[src/rtl/gelato_types.sv]
// Shared types for the gelato warp fetch scheduler: warp indices, addresses,
// split-table entries, per-warp lifecycle state and the fetch request record.
package gelato_types;

  localparam int WARP_NUM = 8;
  localparam int WARP_W   = $clog2(WARP_NUM);
  localparam int ADDR_W   = 32;
  localparam int SPLIT_W  = 4;

  typedef logic [WARP_W-1:0]  warp_num_t;
  typedef logic [ADDR_W-1:0]  addr_t;
  typedef logic [SPLIT_W-1:0] split_table_num_t;

  typedef enum logic [1:0] {
    IDLE     = 2'd0,
    READY    = 2'd1,
    INFLIGHT = 2'd2
  } warp_state_e;

  typedef struct packed {
    addr_t            pc;
    warp_num_t        warp_num;
    split_table_num_t split_table_num;
  } fetch_req_t;

endpackage

[src/rtl/gelato_rr_arbiter.sv]
// N-way round-robin arbiter; the search starts at the pointer and the pointer
// moves just past the granted index whenever the caller takes the grant.
module gelato_rr_arbiter #(
  parameter  int N  = 8,
  localparam int IW = $clog2(N)
) (
  input  logic          clk,
  input  logic          rst_n,
  input  logic [N-1:0]  req,
  input  logic          advance,
  input  logic [IW-1:0] granted_idx,
  output logic          grant_valid,
  output logic [IW-1:0] grant_idx
);

  logic [IW-1:0] ptr_q;
  logic [IW-1:0] cand;

  // Scan from the farthest offset back to the pointer so the nearest request wins.
  always_comb begin
    grant_valid = 1'b0;
    grant_idx   = '0;
    cand        = '0;
    for (int i = N - 1; i >= 0; i--) begin
      cand = ptr_q + IW'(i);
      if (req[cand]) begin
        grant_valid = 1'b1;
        grant_idx   = cand;
      end
    end
  end

  always_ff @(posedge clk or negedge rst_n) begin
    if (!rst_n) begin
      ptr_q <= '0;
    end else if (advance) begin
      ptr_q <= granted_idx + IW'(1);
    end
  end

endmodule

[src/rtl/gelato_warp_scheduler.sv]
// Per-warp fetch scheduler: tracks warp lifecycle/PC and issues one READY warp
// per cycle to I-Fetch. Define GELATO_SCHED_PERF_EN to add issue/stall counters.
module gelato_warp_scheduler
  import gelato_types::*;
#(
  parameter int WARP_NUM   = gelato_types::WARP_NUM,
  parameter int INIT_SPLIT = 0
) (
  input  logic                clk,
  input  logic                rst_n,
  input  logic                launch_valid,
  input  warp_num_t           launch_warp_num,
  input  addr_t               launch_pc,
  input  split_table_num_t    launch_split_table_num,
  output logic                fetch_valid,
  input  logic                fetch_ready,
  output addr_t               fetch_pc,
  output warp_num_t           fetch_warp_num,
  output split_table_num_t    fetch_split_table_num,
  input  logic                resume_valid,
  input  warp_num_t           resume_warp_num,
  input  addr_t               resume_pc,
  input  split_table_num_t    resume_split_table_num,
  input  logic                finish_valid,
  input  warp_num_t           finish_warp_num,
  output logic [WARP_NUM-1:0] active_mask,
  output logic                busy
`ifdef GELATO_SCHED_PERF_EN
  ,
  output logic [31:0]         perf_issue_cnt,
  output logic [31:0]         perf_stall_cnt
`endif
);

  localparam int IW = $clog2(WARP_NUM);

  if ((WARP_NUM < 2) || ((WARP_NUM & (WARP_NUM - 1)) != 0)) begin : g_bad_warp_num
    $error("WARP_NUM must be a power of two and at least 2");
  end
  if ((INIT_SPLIT < 0) || (INIT_SPLIT >= (1 << SPLIT_W))) begin : g_bad_init_split
    $error("INIT_SPLIT does not fit in split_table_num_t");
  end

  warp_state_e      state_q [WARP_NUM];
  addr_t            pc_q    [WARP_NUM];
  split_table_num_t split_q [WARP_NUM];

  logic [WARP_NUM-1:0] ready_mask;
  logic                grant_valid;
  logic [IW-1:0]       grant_idx;
  logic                load;
  logic                fetch_valid_q;
  fetch_req_t          req_q;

  always_comb begin
    ready_mask  = '0;
    active_mask = '0;
    for (int w = 0; w < WARP_NUM; w++) begin
      ready_mask[w]  = (state_q[w] == READY);
      active_mask[w] = (state_q[w] != IDLE);
    end
  end

  // The output register refills whenever it is empty or being drained this cycle.
  assign load = grant_valid && (!fetch_valid_q || fetch_ready);

  gelato_rr_arbiter #(.N(WARP_NUM)) u_arb (
    .clk         (clk),
    .rst_n       (rst_n),
    .req         (ready_mask),
    .advance     (load),
    .granted_idx (grant_idx),
    .grant_valid (grant_valid),
    .grant_idx   (grant_idx)
  );

  // Each warp only reacts to the event legal in its current state; finish beats resume.
  always_ff @(posedge clk or negedge rst_n) begin
    if (!rst_n) begin
      for (int w = 0; w < WARP_NUM; w++) begin
        state_q[w] <= IDLE;
        pc_q[w]    <= '0;
        split_q[w] <= '0;
      end
    end else begin
      for (int w = 0; w < WARP_NUM; w++) begin
        case (state_q[w])
          IDLE: begin
            if (launch_valid && (launch_warp_num == warp_num_t'(w))) begin
              state_q[w] <= READY;
              pc_q[w]    <= launch_pc;
              split_q[w] <= launch_split_table_num;
            end
          end
          READY: begin
            if (load && (grant_idx == IW'(w))) begin
              state_q[w] <= INFLIGHT;
            end
          end
          INFLIGHT: begin
            if (finish_valid && (finish_warp_num == warp_num_t'(w))) begin
              state_q[w] <= IDLE;
            end else if (resume_valid && (resume_warp_num == warp_num_t'(w))) begin
              state_q[w] <= READY;
              pc_q[w]    <= resume_pc;
              split_q[w] <= resume_split_table_num;
            end
          end
          default: state_q[w] <= IDLE;
        endcase
      end
    end
  end

  always_ff @(posedge clk or negedge rst_n) begin
    if (!rst_n) begin
      fetch_valid_q <= 1'b0;
      req_q         <= '0;
    end else if (load) begin
      fetch_valid_q         <= 1'b1;
      req_q.pc              <= pc_q[grant_idx];
      req_q.warp_num        <= warp_num_t'(grant_idx);
      req_q.split_table_num <= split_q[grant_idx];
    end else if (fetch_valid_q && fetch_ready) begin
      fetch_valid_q <= 1'b0;
    end
  end

  assign fetch_valid           = fetch_valid_q;
  assign fetch_pc              = req_q.pc;
  assign fetch_warp_num        = req_q.warp_num;
  assign fetch_split_table_num = req_q.split_table_num;
  assign busy                  = (|active_mask) || fetch_valid_q;

`ifdef GELATO_SCHED_PERF_EN
  always_ff @(posedge clk or negedge rst_n) begin
    if (!rst_n) begin
      perf_issue_cnt <= '0;
      perf_stall_cnt <= '0;
    end else begin
      if (fetch_valid_q && fetch_ready && (perf_issue_cnt != '1)) begin
        perf_issue_cnt <= perf_issue_cnt + 32'd1;
      end
      if (fetch_valid_q && !fetch_ready && (perf_stall_cnt != '1)) begin
        perf_stall_cnt <= perf_stall_cnt + 32'd1;
      end
    end
  end
`endif

endmodule

[config.mk]
export PLATFORM = sky130hd
export DESIGN_NAME = gelato_warp_scheduler
export DESIGN_NICKNAME = d
export VERILOG_FILES = /design/src/rtl/gelato_types.sv /design/src/rtl/gelato_rr_arbiter.sv /design/src/rtl/gelato_warp_scheduler.sv
export SDC_FILE = /design/constraint.sdc
export NUM_CORES = 1
export LEC_CHECK = 0
export ABC_AREA = 1
export CAP_MARGIN = 20
export CORE_MARGIN = 5
export CORE_UTILIZATION = 60
export CTS_CLUSTER_SIZE = 20
export DETAILED_ROUTE_END_ITERATION = 6
export PLACE_DENSITY_LB_ADDON = 0.08
export REMOVE_ABC_BUFFERS = 1
export SLEW_MARGIN = 20
export SYNTH_ARGS = -nofsm -noshare
export SYNTH_HDL_FRONTEND = slang
export SYNTH_HIERARCHICAL = 1
export SYNTH_SLANG_ARGS = --single-unit
[constraint.sdc]
create_clock -name clk -period 7.8 [get_ports clk]
set_input_delay 0.78 -clock clk [delete_from_list [all_inputs] [get_ports clk]]
set_output_delay 0.78 -clock clk [all_outputs]
set_load 0.01 [all_outputs]
==> flow_summary.toml <==
[logic_synthesis]
syn_area_um2 = 20300
synth.top_cell.area_share_pct = 42.7
ys.flop_type = "dfrtp_1"
yosysMostFrequentCell = "nand2_1"
yosysWarningCount = 6
yosysSeqAreaShare_pct = 42.7
synth_area_per_cell_um2 = 6.92
synth_edf_count = 0
yosysTopAreaCell = "dfrtp_1"
synthTopCellsByArea = "dfrtp_1 (43%), nand2_1 (21%), nand3_1 (13%)"
ys_seq_elements = 347
async_flop_share_pct = 100
synth_common_cells = "nand2_1 (1160), nand3_1 (541), dfrtp_1 (347)"
synthDistinctLibCells = 31
syn_inst = 2939

[critical_path]
critPathRequiredTime_ns = 8.29
crit-reg2reg-launch = "u_arb/ptr_q[0]$_DFFE_PN0P_"
cp.arrival_ns = 5.42
endpoint_kind = "flop"
reg2reg_depth = 17
crit_fanout = 78
r2r-end = "fetch_pc[30]$_DFFE_PN0P_"
worstSetupStartpointType = "flop"
crit_type = "reg -> reg"
reg2reg_slack_ns = 2.86

[cells_and_area]
drive_above_1_share_pct = 6.06
areaGrowthSynthToFinish_pct = 12.0
fill_cells = 2976
n_antenna_cell = 0
layout.nets = 2999
fin_util_pct = 67.9

[clocking]
htreeDepth = 2
cts_sinks = 347
cts_inserted_buffers = 40
post_cts_resized = 0
clkTransAtPathRegs_ns = 0.06
ctsHoldBuffers = 0
cts_tree = "built"
cts_setup_buffers = 0
clk_latency_ns = 0.56
cts-root-buf = "clkbuf_16"
clockBufferDepth = 3

[sta]
fin_crit_ns = 4.94
rsz0062_at_grt = "false"
hold_viol_final = 0
worstMarginPinSlew_ns = 1.18
slew_violations = 0
clock_skew_ns = 0.0241
fin_crit_sh_pct = 63.3
relSlewSlack_pct = 21.2
max_freq_mhz = 203
setup_viol = 0
setup_ws_ns = 2.86

[placement]
place_congestion = 0.922
place_hpwl_um = 37900
dp_slack_ns = 3.07
portBuffers = 135

[floorplan]
num_rows = 67
ioPinCount = 136
core_um2 = 33500
die_h_um = 194
die_area_um2 = 37700
start_util_pct = 60.7
die_x_um = 194

[global_routing]
grt_pass1_wl_um = 115000
grt.total_usage_pct = 38.3
grt_max_degree = 169
first_global_vias = 20500
gr-total-overflow = 0
antenna_found_initial = 0

[route]
vias_per_cell = 6.31
vias = 21400
drt_pre_antenna_iters = 7
routed_wl_um = 74400
first_iter_violations = 2421
drc_errors = 1
antenna_left = 0
wl_per_cell_um = 22.0

[run]
drv_cap = 0

[status]
status = "finished with violations"
violations = "design-rule violations"

[hold_path]
hold_class = "in -> async"
layer usage:
metal	global-route usage (%)	wire length, um	up-vias
met5	0	0	-
li1	-	-	9611
met1	49.7	27800	10000
met2	60.5	33700	1458
met3	9.82	9400	263
met4	18.4	3460	0
final cells by class:
cell class                      instances  area, um2  share of cell area (%)
Inverter                              109        414                    1.82
Clock inverter                         18        236                    1.04
Multi-Input combinational cell       2246      10200                    44.6
Clock buffer                           54       1120                    4.94
Sequential cell                       347       8680                    38.1
Tap cell                              448        561                    2.46
Timing Repair Buffer                  165       1610                    7.05
state kept, by name, indices dropped and copies added (netlist names):
signal / count
pc_q: 256
fetch_valid: 1
fetch_split_table_num: 4
fetch_pc: 32
state_q: 16
fetch_warp_num: 3
u_arb/ptr_q: 3
split_q: 32
worst max-delay path by stage:
stage / endpoint / start
5_1_grt: fetch_pc[16]$_DFFE_PN0P_ / u_arb/ptr_q[0]$_DFFE_PN0P_
3_3_place_gp: fetch_pc[2]$_DFFE_PN0P_ / u_arb/ptr_q[0]$_DFFE_PN0P_
3_5_place_dp: fetch_pc[2]$_DFFE_PN0P_ / u_arb/ptr_q[0]$_DFFE_PN0P_
2_1_floorplan: fetch_pc[0]$_DFFE_PN0P_ / u_arb/ptr_q[0]$_DFFE_PN0P_
4_1_cts: fetch_pc[30]$_DFFE_PN0P_ / u_arb/ptr_q[0]$_DFFE_PN0P_
6_report: fetch_pc[30]$_DFFE_PN0P_ / u_arb/ptr_q[0]$_DFFE_PN0P_
per-stage QoR:
stage               hold WS (ns)  instances  TNS, ns  area (um2)
finish                     0.267       3387        0       22800
global route               0.364       3387        0       22800
CTS                        0.324       3387        0       22800
detailed placement         0.459       3315        0       21400
global placement           0.453       3314        0       21400
floorplan                  0.442       2702   -10.95       19200
worst max-delay path: stages (launching register included):
cell     delay, ns
dfrtp_1       0.64
inv_2         0.17
ha_1          0.54
inv_2         0.13
nand3_1       0.15
nand3_2       0.11
nand2_2       0.13
o21ai_2       0.07
a21oi_1       0.15
o21ai_2       0.06
nand2_1       0.10
nand2_4       0.56
inv_2         0.93
buf_4         0.63
nand3_1       0.17
nand4_1       0.14
nand2_1       0.05
nand3_1       0.10
placed cells by master, fill, tap and decap left out, types with 9 or more instances in the layout:
cell type and n:
inv_1 83, nand4_1 81, nand3_1 541, nor2_2 9, nand2_2 15, nand2_1 1157, buf_4 28, o21ai_1 60
clkinv_2 10, clkdlybuf4s50_1 134, nor2_1 38, nand3_2 14, nor3_1 10, dfrtp_1 347, clkbuf_16 41, o21ai_0 282
inv_2 24
logic make-up (layout without fill, tap and decap cells):
kind of cell / after synthesis / in the layout / share of synthesized area [%]
AND/OR/NAND/NOR: 1881 / 1881 / 40.4
adder cells (fa/ha/maj): 3 / 3 / 0.184
flip-flops: 347 / 347 / 42.7
buffers and inverters: 346 / 346 / 7.61
AO/OA/AOI/OAI: 357 / 357 / 8.89
XOR/XNOR: 5 / 5 / 0.215
Power is not shown: default switching activity piles up to over one toggle a cycle in this logic, so the estimate is an artifact.
